File: config.mk
export PLATFORM = sky130hd
export DESIGN_NAME = demux_chan_sequencer
export DESIGN_NICKNAME = d
export VERILOG_FILES = /design/src/rtl/demux_chan_sequencer.sv
export SDC_FILE = /design/constraint.sdc
export NUM_CORES = 1
export LEC_CHECK = 0
export CAP_MARGIN = 10
export CORE_MARGIN = 2
export CORE_UTILIZATION = 40
export CTS_CLUSTER_DIAMETER = 80
export DETAILED_ROUTE_END_ITERATION = 6
export HOLD_SLACK_MARGIN = 0.15
export PLACE_DENSITY = 0.69
export SYNTH_ARGS = -nofsm -noshare
export SYNTH_HDL_FRONTEND = slang
export SYNTH_SLANG_ARGS = --single-unit
export TNS_END_PERCENT = 10
File: constraint.sdc
create_clock -name clk -period 10.1 [get_ports clk]
set_input_delay 2.525 -clock clk [delete_from_list [all_inputs] [get_ports clk]]
set_output_delay 2.525 -clock clk [all_outputs]
set_load 0.03 [all_outputs]
File: src/rtl/demux_chan_sequencer.sv
// Round-robin channel sequencer that drives the {chan, act} code of a 1-to-8 output demux.
// Optional break-before-make dead time between grants is enabled by defining SEQ_DEADTIME_EN.
module demux_chan_sequencer #(
   parameter int unsigned DWELL = 4,
   parameter int unsigned CNT_W = 8
) (
   input  logic       clk,
   input  logic       rst_n,
   input  logic       en_i,
   input  logic [7:0] req_i,
   output logic [3:0] code_o,
   output logic       busy_o,
   output logic       grant_done_o
);

   localparam logic [CNT_W-1:0] DwellLast = CNT_W'(DWELL - 1);

   typedef enum logic [1:0] {StIdle, StGrant, StGap} state_e;

   state_e             state_q, state_d;
   logic [2:0]         chan_q, chan_d;
   logic               act_q, act_d;
   logic [2:0]         rr_ptr_q, rr_ptr_d;
   logic [CNT_W-1:0]   dwell_q, dwell_d;

   logic [2:0]         base;
   logic [2:0]         idx;
   logic [2:0]         win;
   logic               found;
   logic               start;
   logic               last;

   // At the end of a grant the pointer is still stale, so search from chan+1 directly.
   always_comb begin
      base  = (state_q == StGrant) ? chan_q + 3'd1 : rr_ptr_q;
      win   = base;
      idx   = '0;
      found = 1'b0;
      for (int i = 0; i < 8; i++) begin
         idx = base + 3'(i);
         if (!found && req_i[idx]) begin
            win   = idx;
            found = 1'b1;
         end
      end
   end

   assign start = en_i && (|req_i);
   assign last  = (dwell_q == DwellLast);

   always_comb begin
      state_d  = state_q;
      chan_d   = chan_q;
      act_d    = act_q;
      rr_ptr_d = rr_ptr_q;
      dwell_d  = dwell_q;
      case (state_q)
         StIdle: begin
            if (start) begin
               state_d = StGrant;
               chan_d  = win;
               act_d   = 1'b1;
               dwell_d = '0;
            end
         end
         StGrant: begin
            if (!last) begin
               dwell_d = dwell_q + CNT_W'(1);
            end else begin
               rr_ptr_d = chan_q + 3'd1;
`ifdef SEQ_DEADTIME_EN
               state_d = StGap;
               act_d   = 1'b0;
`else
               if (start) begin
                  chan_d  = win;
                  act_d   = 1'b1;
                  dwell_d = '0;
               end else begin
                  state_d = StIdle;
                  act_d   = 1'b0;
               end
`endif
            end
         end
`ifdef SEQ_DEADTIME_EN
         StGap: begin
            if (start) begin
               state_d = StGrant;
               chan_d  = win;
               act_d   = 1'b1;
               dwell_d = '0;
            end else begin
               state_d = StIdle;
            end
         end
`endif
         default: state_d = StIdle;
      endcase
   end

   always_ff @(posedge clk or negedge rst_n) begin
      if (!rst_n) begin
         state_q  <= StIdle;
         chan_q   <= '0;
         act_q    <= 1'b0;
         rr_ptr_q <= '0;
         dwell_q  <= '0;
      end else begin
         state_q  <= state_d;
         chan_q   <= chan_d;
         act_q    <= act_d;
         rr_ptr_q <= rr_ptr_d;
         dwell_q  <= dwell_d;
      end
   end

   // chan is held while act is low so the demux select never glitches.
   assign code_o       = {chan_q, act_q};
   assign busy_o       = (state_q != StIdle);
   assign grant_done_o = (state_q == StGrant) && last;

endmodule

# [After elaboration in Yosys (flattened, before gate mapping)]
# Cells that the tools add are included.
[word_totals] reg_bits=17 latch_bits=0 ram_bits=0 romBits=0 input_bits=11 output_inout_bits=6 elab_cells=96 memories=0
[classes] n_addsub=9 n_mul=0 div=0 order_cmp=8 eq_ne=5 n_shift=0 mux=45 bitwise_logic=0 n_reduce_logical=24
[op_table] operator="$lt A3 B4 Y1 const B" n=8
[op_table] operator="$mux W3" n=10
[op_table] operator="$bmux W1 S3" n=8
[op_table] operator="$mux W1" n=18
[op_table] operator="$mux W8" n=2
[op_table] operator="$pmux W8 S2" n=1
[op_table] operator="$add A3 B3 Y3 const B" n=4
[op_table] operator="$logic_and A1 B1 Y1" n=9
[op_table] operator="$add A8 B1 Y8 const B" n=1
[op_table] operator="$eq A8 B2 Y1 const B" n=1
[op_table] operator="$reduce_or A8 Y1" n=1
[op_table] operator="$logic_not A1 Y1" n=7
[op_table] operator="$add A3 B1 Y3 const B" n=2
[op_table] operator="$add A3 B2 Y3 const B" n=2
[op_table] operator="$mux W2" n=3
[op_table] operator="$ne A2 B2 Y1 const B" n=3
[op_table] operator="$pmux W3 S2" n=1
[op_table] operator="$reduce_and A3 Y1" n=2
[op_table] operator="$pmux W2 S2" n=1
[op_table] operator="$reduce_and A2 Y1" n=2
[op_table] operator="$reduce_bool A2 Y1" n=2
[op_table] operator="$eq A2 B1 Y1 const B" n=1
[op_table] operator="$logic_not A2 Y1" n=1
[op_table] operator="$pmux W1 S2" n=1

# [Depth between registers and ports, before layout]
# Gate-level depths: netlist of the first run.
[depth] depth_word=29 ltp_mapped=15 mapped_depth_nobuf=12

# [Worst setup path before layout of the first run]
# Ideal clock, no wire load.
[synth_timing] path_kind="input -> register" startpoint="in req_i[4]" endpoint="reg chan_q[2]" setup_time_ps=124 t_arrival_ps=4352 t_required_ps=9976 setup_slack_ps=5624 path_stages=8 n_path_buf=1 path_cell_list="clkbuf_1 or4_1 a211oi_1 a2111oi_4 nor2_4 and4_4 a221oi_1 o31a_1"
[synth_between] elab_chain_len=27 word_cells_on_any_way=49 classes_between="mux (33); reduce/logical (16)"
[synth_rtl] item="start, declared" line_no="10" source="input logic [7:0] req_i,"
[synth_rtl] item="$bmux W1 S3" line_no="41" source="if (!found && req_i[idx]) begin"
[synth_rtl] item="$mux W1 (not written as such)" line_no="41"
[synth_rtl] item="$mux W1" line_no="41"
[synth_rtl] item="$logic_not A1 Y1" line_no="41"
[synth_rtl] item="$logic_and A1 B1 Y1" line_no="41"
[synth_rtl] item="$mux W1" line_no="41"
[synth_rtl] item="$logic_not A1 Y1" line_no="41"
[synth_rtl] item="$logic_and A1 B1 Y1" line_no="41"
[synth_rtl] item="[... 11 more ...]"
[synth_rtl] item="$logic_and A1 B1 Y1" line_no="41"
[synth_rtl] item="$mux W1" line_no="41"
[synth_rtl] item="$logic_not A1 Y1" line_no="41"
[synth_rtl] item="$logic_and A1 B1 Y1" line_no="41"
[synth_rtl] item="$mux W3" line_no="41"
[synth_rtl] item="$mux W3 (*)" line_no="59, 75"
[synth_rtl] item="$mux W3" line_no="67" source="if (!last) begin"
[synth_rtl] item="$pmux W3 S2 (*)" line_no="57" source="case (state_q)"
[synth_rtl] item="end signal, assigned" line_no="111" source="chan_q <= chan_d;"
[synth_rtl] item="end, declared" line_no="21" source="logic [2:0] chan_q, chan_d;"
# Every way passes the cells marked *; elsewhere a longest branch is shown, timed or not. The select of a mux whose other input is x is not followed.
# A chain may end at the register's enable or synchronous reset.

# [Worst setup path in the final report of the first run]
[layout_timing] startpoint="reg dwell_q[0]" endpoint="out grant_done_o"
[layout_between] elab_chain_len=2
[layout_rtl] item="start, declared" line_no="24" source="logic [CNT_W-1:0] dwell_q, dwell_d;"
[layout_rtl] item="start signal, assigned" line_no="114" source="dwell_q <= dwell_d;"
[layout_rtl] item="$eq A8 B2 Y1" line_no="49" source="assign last = (dwell_q == DwellLast);"
[layout_rtl] item="$logic_and A1 B1 Y1" line_no="121" source="assign grant_done_o = (state_q == StGrant) && last;"
[layout_rtl] item="end, declared" line_no="13" source="output logic grant_done_o"
# No other way between the ends.

==> impl_summary.log, run 1 <==
[metrics] run status: finished, final reports clean
[metrics] Cell Area, Synth: 1900 um^2
[metrics] sum of negative setup slack: 0 ns
[metrics] CTS Hold Buffers Added: 0
[metrics] Vias per Instance: 6.40
[metrics] initial core utilization: 0.407
[metrics] number of global-route vias before repair: 1,755
[metrics] first-pass GRT wire length: 8430 um
[metrics] leading cell type by number of instances after synthesis: sky130_fd_sc_hd__nand2_1
[metrics] Detailed Place HPWL: 3850 um
[metrics] detailed-routing iteration count for the pre-antenna-repair pass: 5
[metrics] Ant. Diodes: 0
[metrics] endpoints failing hold: 0
[metrics] class of the tightest hold or removal check: reg -> reg
[metrics] Worst Setup End Kind: output port
[metrics] final routed wirelength across all metal layers: 5120 um
[metrics] cell type contributing the most total cell area after synthesis: sky130_fd_sc_hd__dfrtp_1
[metrics] insertion delay of the later-clocked pin in the worst-skew pair: 0.25 ns
[metrics] Fill cells: 461
[metrics] Chip Width: 72.9 um
[metrics] minimum period implied by the final worst setup slack: 5.29 ns
[metrics] antenna violation net count after detailed routing: 0
[metrics] Core Region: 4660 um^2
[metrics] clock tree from TritonCTS: yes
[metrics] part of the cycle the worst path needs: 0.524
[metrics] post-CTS sizing: 0
[metrics] average wire length per cell after detail routing: 17.3 um
[metrics] skew final: 0.00335 ns
[metrics] per-instance average area after synthesis: 8.04 um^2
[metrics] count of max-cap constraint violations: 0
[metrics] clock slew seen by the registers of the worst setup and hold paths: 0.06 ns
[metrics] maximum clock insertion buffer count: 2
[metrics] maximum clock rate: 189 MHz
[metrics] Worst Path Class, Setup: reg -> out
[metrics] Pins Over Slew Limit: 0
[metrics] Slew HR: 0.485
[metrics] routed vias: 1,895
[metrics] gr usage total: 0.200
[metrics] predominant post-synthesis flop cell: sky130_fd_sc_hd__dfrtp_1
[metrics] worst path required time: 7.58 ns
[metrics] Std-Cell Rows: 25
[metrics] routability-driven placement congestion ratio: 0.945
[metrics] flip-flop and latch count after synthesis: 16
[metrics] IO buf count: 16
[metrics] final routed DRC violation total: 0
[metrics] CP arrival: 2.76 ns
[metrics] aggregate global routing overflow: 0
[metrics] height of the chip: 72.9 um
[metrics] sequential cell area fraction in the yosys report: 0.211
[metrics] Worst Path Max Fanout: 8
[metrics] total of warnings raised by yosys: 0
[metrics] maximum number of pins on one net before global-route repair: 23
[metrics] hold path cells: 2
[metrics] total of endpoints with negative setup slack in the final report: 0
[metrics] depth of the most critical reg-to-reg path: 11
[metrics] synthesized net count: 250
[metrics] number of antenna violations at the first check in global routing: 0
[metrics] H-tree level count: 1
[metrics] area added between synthesis and finish: 10.6%
[metrics] CTS buffer count: 3
[metrics] transition time at the pin with the least slew margin: 0.753 ns
[metrics] synth top area cells: sky130_fd_sc_hd__dfrtp_1 (21%), sky130_fd_sc_hd__mux2i_1 (7.4%), sky130_fd_sc_hd__o21ai_0 (5.8%)
[metrics] list of most frequent post-synthesis cells: sky130_fd_sc_hd__nand2_1 (25), sky130_fd_sc_hd__o21ai_0 (22), sky130_fd_sc_hd__dfrtp_1 (16), sky130_fd_sc_hd__mux2i_1 (14), sky130_fd_sc_hd__nand3_1 (14)
[metrics] Synth cell types: 65
[metrics] boundary pin count: 17
[metrics] CTS root buffer: sky130_fd_sc_hd__clkbuf_8
[metrics] share of synthesized registers carrying an async set or reset: 1.00
[metrics] Final nets: 258
[metrics] count of mapped cells out of synthesis: 236
[metrics] share of the synthesized area in the top cell type: 0.211
[metrics] buffer count from post-CTS setup fixing: 0
[metrics] Critical Path Source Type: flip-flop
[metrics] number of violations reported at the end of detailed-routing iteration 0: 263
[metrics] number of enable flip-flop cells after synthesis: 0
[metrics] count of clock tree sinks: 16
[metrics] ratio of cells with drive above 1 in the final layout: 0.120
[metrics] setup repair after global routing missed its margin: false
[metrics] overall die area: 5310 um^2
==> cell usage in the layout, fill, tap and decap left out, drive strengths merged, types with 7 or more instances in the layout <==
cell,n
o21ai,23
a21oi,9
mux2i,15
inv,7
nor2,15
a31oi,8
nand2,25
clkdlybuf4s50,16
dfrtp,16
nand3,14
==> critical path: stages, from the launching register on <==
cell	delay, ns
sky130_fd_sc_hd__dfrtp_1	0.42
sky130_fd_sc_hd__ha_1	0.30
sky130_fd_sc_hd__or4b_1	0.46
sky130_fd_sc_hd__nor4_1	0.31
sky130_fd_sc_hd__nand2_1	0.25
sky130_fd_sc_hd__inv_1	0.11
sky130_fd_sc_hd__clkdlybuf4s50_1	0.67
==> cell families (layout without fill, tap and decap cells) <==
family / Yosys count / in the layout / synth area share
and+or+nand+nor: 88 / 88 / 0.245
AOI/OAI and AO/OA: 83 / 83 / 0.319
DFF: 16 / 16 / 0.211
muxes: 21 / 21 / 0.129
buffers and inverters: 21 / 27 / 0.0541
adders and majority gates: 3 / 3 / 0.0198
xor gates and xnor gates: 4 / 4 / 0.0224
==> layout make-up <==
cell class,instances,area (um^2),area share
multi-input combinational,199,1390,0.665
sequential,16,400,0.191
timing repair buffer,17,168,0.0800
tap,54,67.6,0.0322
clock buffer,3,41.3,0.0197
inverter,7,26.3,0.0125
==> layer usage <==
metal	part of all wire	global-route usage
met1	0.48	0.283
met2	0.45	0.309
met3	0.053	0.0304
met4	0.018	0.0741
met5	0	0
==> stage by stage <==
| stage | utilization | cells | hold WS, ns | worst slack (ns) | area (um^2) |
|---|---|---|---|---|---|
| floorplan | - | 236 | 0.444 | 5.62 | 1900 |
| global placement | 0.441 | 293 | 0.459 | 4.95 | 2060 |
| detailed placement | 0.441 | 293 | 0.469 | 4.86 | 2060 |
| CTS | 0.450 | 296 | 0.484 | 4.80 | 2100 |
| global route | 0.450 | 296 | 0.524 | 4.63 | 2100 |
| finish | 0.450 | 296 | 0.477 | 4.81 | 2100 |
==> state kept, by name (all words and copies together), names as in the netlist <==
signal,cells
act_q,1
chan_q,3
dwell_q,8
rr_ptr_q,3
state_q,1
==> final timing paths <==
| kind | startpoint | endpoint | slack [ns] |
|---|---|---|---|
| worst max-delay path | dwell_q[0]$_DFF_PN0_ | grant_done_o | 4.81 |
| worst min-delay path | act_q$_DFFE_PN0P_ | act_q$_DFFE_PN0P_ | 0.48 |
| worst max register to register | state_q[0]$_DFFE_PN0P_ | chan_q[2]$_DFFE_PN0P_ | 5.43 |
| worst min register to register | act_q$_DFFE_PN0P_ | act_q$_DFFE_PN0P_ | 0.48 |
| max in group asynchronous | rst_n | rr_ptr_q[0]$_DFFE_PN0P_ | 6.93 |
| min in group asynchronous | rst_n | dwell_q[4]$_DFF_PN0_ | 2.71 |
Power of run 1 is left out: the tool's default activity adds up to more than one toggle a clock period on the data nets, which glitch-free logic cannot reach.
==> run 2, diff against run 1 <==
- clock period: 10.1 -> 5.19 ns (I/O delays scaled with it)
==> run 2 against run 1 <==
Against the previous run: design area grew 0.66%; non-clock buffer count is the same; register-to-register slack lost 4.6 ns; worst hold slack is essentially flat; clock skew shrank 0.0022 ns; first-iteration DRC count grew 14%; die area is the same; wire length grew 2.5%; largest cell class unchanged; highest routed layer unchanged.
==> impl_summary.log, run 2 (synthesis gave the netlist of run 1 again) <==
[metrics] register with the highest flop count: dwell_q
[metrics] H-tree level count: 1 (unchanged)
[metrics] IO buf count: 16 (unchanged)
[metrics] Core Region: 4660 um^2 (unchanged)
[metrics] first-pass GRT wire length: 8590 um (+1.9%)
[metrics] flip-flop count of the largest register, all copies and words added: 8 (unchanged)
[metrics] maximum clock insertion buffer count: 2 (unchanged)
[metrics] overall die area: 5310 um^2 (unchanged)
[metrics] Std-Cell Rows: 25 (unchanged)
[metrics] series of cell instances along the critical path: nor2b_1 -> nor2_2 -> inv_2 -> ha_1 -> a2111oi_0 -> or4_4 -> o21ai_4 -> or3_1 -> a32oi_1 -> a221oi_1 -> o31a_1
[metrics] Fill cells: 456 (-1.1%)
[metrics] transition time at the pin with the least slew margin: 0.709 ns (-0.0443 ns)
[metrics] hold path cells: 2 (unchanged)
[metrics] Worst Path Max Fanout: 22 (+14)
[metrics] maximum clock rate: 230 MHz
[metrics] post-CTS sizing: 0 (unchanged)
[metrics] count of max-cap constraint violations: 0 (unchanged)
[metrics] class of the tightest hold or removal check: reg -> reg
[metrics] endpoints failing hold: 0 (unchanged)
[metrics] count of clock tree sinks: 16 (unchanged)
[metrics] Vias per Instance: 6.56 (+2.4%)
[metrics] average wire length per cell after detail routing: 17.7 um (+2.1%)
[metrics] run status: finished, final reports clean
[metrics] CP arrival: 4.48 ns (+1.72 ns)
[metrics] sum of negative setup slack: 0 ns (unchanged)
[metrics] gr usage total: 0.205 (+0.00478)
[metrics] number of antenna violations at the first check in global routing: 0 (unchanged)
[metrics] Critical path buffers and inverters: 1 (-1)
[metrics] final routed DRC violation total: 0 (unchanged)
[metrics] final routed wirelength across all metal layers: 5250 um (+2.5%)
[metrics] number of global-route vias before repair: 1,710 (-2.6%)
[metrics] Detailed Place HPWL: 3940 um (+2.4%)
[metrics] worst path required time: 5.33 ns (-2.25 ns)
[metrics] CTS root buffer: sky130_fd_sc_hd__clkbuf_8
[metrics] CTS Hold Buffers Added: 0 (unchanged)
[metrics] part of the cycle the worst path needs: 0.836
[metrics] commonest non-fill, non-tap cell in the layout: sky130_fd_sc_hd__nand2_1
[metrics] buffer count from post-CTS setup fixing: 0 (unchanged)
[metrics] clock slew seen by the registers of the worst setup and hold paths: 0.06 ns (about the same)
[metrics] maximum number of pins on one net before global-route repair: 23 (unchanged)
[metrics] antenna violation net count after detailed routing: 0 (unchanged)
[metrics] detailed-routing iteration count for the pre-antenna-repair pass: 4 (-1)
[metrics] Final nets: 258 (unchanged)
[metrics] ratio of cells with drive above 1 in the final layout: 0.123 (+0.00362)
[metrics] Slew HR: 0.526 (+0.0410)
[metrics] Chip Width: 72.9 um (unchanged)
[metrics] minimum period implied by the final worst setup slack: 4.34 ns
[metrics] Worst Setup End Kind: flip-flop
[metrics] kind of cell adding the most delay to the critical path: simple AND/OR/NAND/NOR gates
[metrics] number of cells on the critical path: 11 (+5)
[metrics] boundary pin count: 17 (unchanged)
[metrics] height of the chip: 72.9 um (unchanged)
[metrics] clock tree from TritonCTS: yes
[metrics] number of violations reported at the end of detailed-routing iteration 0: 299 (+14%)
[metrics] Pins Over Slew Limit: 0 (unchanged)
[metrics] leading cell types in the layout, fill and taps excluded: sky130_fd_sc_hd__nand2_1 (25), sky130_fd_sc_hd__o21ai_0 (22), sky130_fd_sc_hd__dfrtp_1 (16), sky130_fd_sc_hd__clkdlybuf4s50_1 (16)
[metrics] Largest stage delay, worst path: 0.78 ns (+0.11 ns)
[metrics] skew final: 0.00112 ns (-0.00222 ns)
[metrics] setup repair after global routing missed its margin: false
[metrics] registers with the most flip-flops: dwell_q x8, chan_q x3, rr_ptr_q x3
[metrics] total of endpoints with negative setup slack in the final report: 0 (unchanged)
[metrics] routability-driven placement congestion ratio: 0.952 (+0.73%)
[metrics] Worst Path Class, Setup: reg -> reg
[metrics] Max stage delay cell, worst path: sky130_fd_sc_hd__dfrtp_1
[metrics] area added between synthesis and finish: 11.3%
[metrics] routed vias: 1,947 (+2.7%)
[metrics] aggregate global routing overflow: 0 (unchanged)
[metrics] depth of the most critical reg-to-reg path: 11 (unchanged)
[metrics] CTS buffer count: 3 (unchanged)
[metrics] initial core utilization: 0.407 (unchanged)
[metrics] insertion delay of the later-clocked pin in the worst-skew pair: 0.25 ns (about the same)
[metrics] Critical Path Source Type: flip-flop
[metrics] Ant. Diodes: 0 (unchanged)
[run 2: cell types whose count changed in the layout (fill, tap and decap cells not counted), sizes merged]
cell,previous run,this run
clkbuf,3,4
[run 2: worst register-to-register path: cells and delay by family (launching register included)]
family | cells | cell delay, ns
and+or+nand+nor | 4 | 1.57
AOI/OAI and AO/OA | 5 | 1.29
DFF | 1 | 0.78
adders and majority gates | 1 | 0.37
buffers and inverters | 1 | 0.22
[run 2: worst paths after layout]
path                                        startpoint                      end  slack (ns)
worst min-delay path                 act_q$_DFFE_PN0P_        act_q$_DFFE_PN0P_        0.48
worst min register to register       act_q$_DFFE_PN0P_        act_q$_DFFE_PN0P_        0.48
worst max-delay path            state_q[0]$_DFFE_PN0P_    chan_q[2]$_DFFE_PN0P_        0.85
max in group asynchronous                        rst_n  rr_ptr_q[0]$_DFFE_PN0P_        3.27
min in group asynchronous                        rst_n     dwell_q[5]$_DFF_PN0_        1.47
worst max register to register  state_q[0]$_DFFE_PN0P_    chan_q[2]$_DFFE_PN0P_        0.85
[run 2: layout make-up]
type / count / area, um^2 / share of cell area
multi-input combinational: 199 / 1390 / 0.660
sequential: 16 / 400 / 0.190
timing repair buffer: 17 / 168 / 0.0794
inverter: 7 / 26.3 / 0.0124
clock buffer: 4 / 55.1 / 0.0261
tap: 54 / 67.6 / 0.0320
[run 2: layer usage]
metal | vias to the layer above | track usage | wire length, um
li1 | 925 | - | -
met1 | 901 | 0.307 | 2490
met2 | 113 | 0.302 | 2290
met3 | 8 | 0.0442 | 402
met4 | 0 | 0.0432 | 65
met5 | - | 0 | 0
[run 2: per-stage QoR]
step           hold slack (ns)  instances  utilization  area (um^2)  worst slack (ns)
6_report                 0.477        297        0.453         2110             0.851
4_1_cts                  0.484        297        0.453         2110             0.896
5_1_grt                  0.529        297        0.453         2110             0.548
2_1_floorplan            0.444        236            -         1900              1.42
3_5_place_dp             0.472        293        0.441         2060             0.946
3_3_place_gp             0.462        293        0.441         2060              1.01
Power of run 2 is left out for the same reason.
==> run 3, diff against run 2 <==
- PLACE_DENSITY: 0.69 -> 0.71
- clock period: 5.19 -> 3.9 ns (I/O delays scaled with it)
==> run 3 against run 2 <==
Against the previous run: register-to-register slack got worse by 0.43 ns; design area is 2.8% higher; clock skew up 0.00093 ns; highest routed layer unchanged.
==> impl_summary.log, run 3 (synthesis gave the netlist of run 1 again) <==
[metrics] insertion delay of the later-clocked pin in the worst-skew pair: 0.24 ns (about the same)
[metrics] worst path required time: 2.92 ns (-2.41 ns)
[metrics] routability-driven placement congestion ratio: 0.988 (+3.8%)
[metrics] height of the chip: 72.9 um (unchanged)
[metrics] Worst Path Max Fanout: 8 (-64%)
[metrics] setup repair after global routing missed its margin: false
[metrics] boundary pin count: 17 (unchanged)
[metrics] endpoints failing hold: 0 (unchanged)
[metrics] maximum number of pins on one net before global-route repair: 18 (-22%)
[metrics] gr usage total: 0.208 (+0.00312)
[metrics] count of clock tree sinks: 16 (unchanged)
[metrics] class of the tightest hold or removal check: reg -> reg
[metrics] average wire length per cell after detail routing: 17.2 um (-2.5%)
[metrics] leading cell types in the layout, fill and taps excluded: sky130_fd_sc_hd__nand2_1 (25), sky130_fd_sc_hd__o21ai_0 (22), sky130_fd_sc_hd__dfrtp_1 (16), sky130_fd_sc_hd__clkdlybuf4s50_1 (16)
[metrics] number of violations reported at the end of detailed-routing iteration 0: 226 (-24%)
[metrics] Fill cells: 462 (+1.3%)
[metrics] IO buf count: 16 (unchanged)
[metrics] commonest non-fill, non-tap cell in the layout: sky130_fd_sc_hd__nand2_1
[metrics] sum of negative setup slack: 0 ns (unchanged)
[metrics] Worst Setup End Kind: output port
[metrics] CTS Hold Buffers Added: 0 (unchanged)
[metrics] post-CTS sizing: 0 (unchanged)
[metrics] routed vias: 1,940 (-0.36%)
[metrics] Pins Over Slew Limit: 0 (unchanged)
[metrics] area added between synthesis and finish: 14.4%
[metrics] CTS buffer count: 3 (unchanged)
[metrics] part of the cycle the worst path needs: 0.931
[metrics] clock tree from TritonCTS: yes
[metrics] Ant. Diodes: 0 (unchanged)
[metrics] number of global-route vias before repair: 1,784 (+4.3%)
[metrics] register with the highest flop count: dwell_q
[metrics] ratio of cells with drive above 1 in the final layout: 0.155 (+0.0319)
[metrics] clock slew seen by the registers of the worst setup and hold paths: 0.06 ns (about the same)
[metrics] antenna violation net count after detailed routing: 0 (unchanged)
[metrics] Worst Path Class, Setup: reg -> out
[metrics] registers with the most flip-flops: dwell_q x8, chan_q x3, rr_ptr_q x3
[metrics] maximum clock rate: 275 MHz
[metrics] total of endpoints with negative setup slack in the final report: 0 (unchanged)
[metrics] count of max-cap constraint violations: 0 (unchanged)
[metrics] buffer count from post-CTS setup fixing: 0 (unchanged)
[metrics] first-pass GRT wire length: 8640 um (+0.56%)
[metrics] Std-Cell Rows: 25 (unchanged)
[metrics] detailed-routing iteration count for the pre-antenna-repair pass: 4 (unchanged)
[metrics] transition time at the pin with the least slew margin: 0.726 ns (+0.0167 ns)
[metrics] aggregate global routing overflow: 0 (unchanged)
[metrics] Detailed Place HPWL: 3960 um (+0.40%)
[metrics] Vias per Instance: 6.36 (-3.0%)
[metrics] Slew HR: 0.515 (-0.0111)
[metrics] skew final: 0.00205 ns (+0.000926 ns)
[metrics] number of antenna violations at the first check in global routing: 0 (unchanged)
[metrics] flip-flop count of the largest register, all copies and words added: 8 (unchanged)
[metrics] initial core utilization: 0.407 (unchanged)
[metrics] final routed wirelength across all metal layers: 5250 um (about the same)
[metrics] minimum period implied by the final worst setup slack: 3.63 ns
[metrics] run status: finished, final reports clean
[metrics] Core Region: 4660 um^2 (unchanged)
[metrics] Critical Path Source Type: flip-flop
[metrics] overall die area: 5310 um^2 (unchanged)
[metrics] CP arrival: 2.66 ns (-1.82 ns)
[metrics] CTS root buffer: sky130_fd_sc_hd__clkbuf_8
[metrics] Chip Width: 72.9 um (unchanged)
[metrics] H-tree level count: 1 (unchanged)
[metrics] Final nets: 267 (+3.5%)
[metrics] final routed DRC violation total: 0 (unchanged)
[metrics] maximum clock insertion buffer count: 2 (unchanged)
==> run 3: cell count changes in the layout (fill, tap and decap cells not counted) <==
cell                       before  now
sky130_fd_sc_hd__buf_4          1   10
sky130_fd_sc_hd__clkbuf_8       4    3
sky130_fd_sc_hd__nor4_1         1    0
sky130_fd_sc_hd__nor4_2         0    1
==> run 3: final timing paths <==
kind | from | end | slack (ns) | depth (start not counted)
hold reg to reg | act_q$_DFFE_PN0P_ | act_q$_DFFE_PN0P_ | 0.47 | 2
setup / recovery | dwell_q[0]$_DFF_PN0_ | grant_done_o | 0.27 | 6
hold / removal | act_q$_DFFE_PN0P_ | act_q$_DFFE_PN0P_ | 0.47 | 2
min in group asynchronous | rst_n | dwell_q[7]$_DFF_PN0_ | 1.16 | 1
setup reg to reg | chan_q[1]$_DFFE_PN0P_ | chan_q[2]$_DFFE_PN0P_ | 0.42 | 11
max in group asynchronous | rst_n | chan_q[0]$_DFFE_PN0P_ | 2.28 | 1
==> run 3: routing by layer <==
metal / GRT usage / share of wire / vias up
met3: 0.0442 / 0.080 / 12
met2: 0.320 / 0.44 / 67
met1: 0.295 / 0.46 / 918
met4: 0.0597 / 0.021 / 0
li1: - / - / 943
met5: 0 / 0 / -
==> run 3: per-stage QoR <==
stage	area (um^2)	hold WS (ns)	utilization	worst slack [ns]	cells
after floorplan	1900	0.444	-	0.132	236
after global placement	2120	0.460	0.456	0.278	302
after detailed placement	2120	0.464	0.456	0.280	302
after CTS	2160	0.479	0.464	0.0900	305
after global routing	2170	0.518	0.466	0.0684	305
final	2170	0.474	0.466	0.267	305
==> run 3: critical path, stage by stage (launching register included) <==
cell and delay (ns):
sky130_fd_sc_hd__dfrtp_1 0.41, sky130_fd_sc_hd__ha_1 0.27, sky130_fd_sc_hd__or4b_1 0.48, sky130_fd_sc_hd__nor4_2 0.27, sky130_fd_sc_hd__nand2_1 0.23, sky130_fd_sc_hd__inv_1 0.09, sky130_fd_sc_hd__clkdlybuf4s50_1 0.66
==> run 3: area by class of cell <==
class | instances | area [um^2] | share of cell area
Multi-Input combinational cell | 199 | 1400 | 0.645
Inverter | 7 | 26.3 | 0.0121
Tap cell | 54 | 67.6 | 0.0311
Sequential cell | 16 | 400 | 0.184
Timing Repair Buffer | 26 | 235 | 0.108
Clock buffer | 3 | 41.3 | 0.0190
Power of run 3 is left out for the same reason.
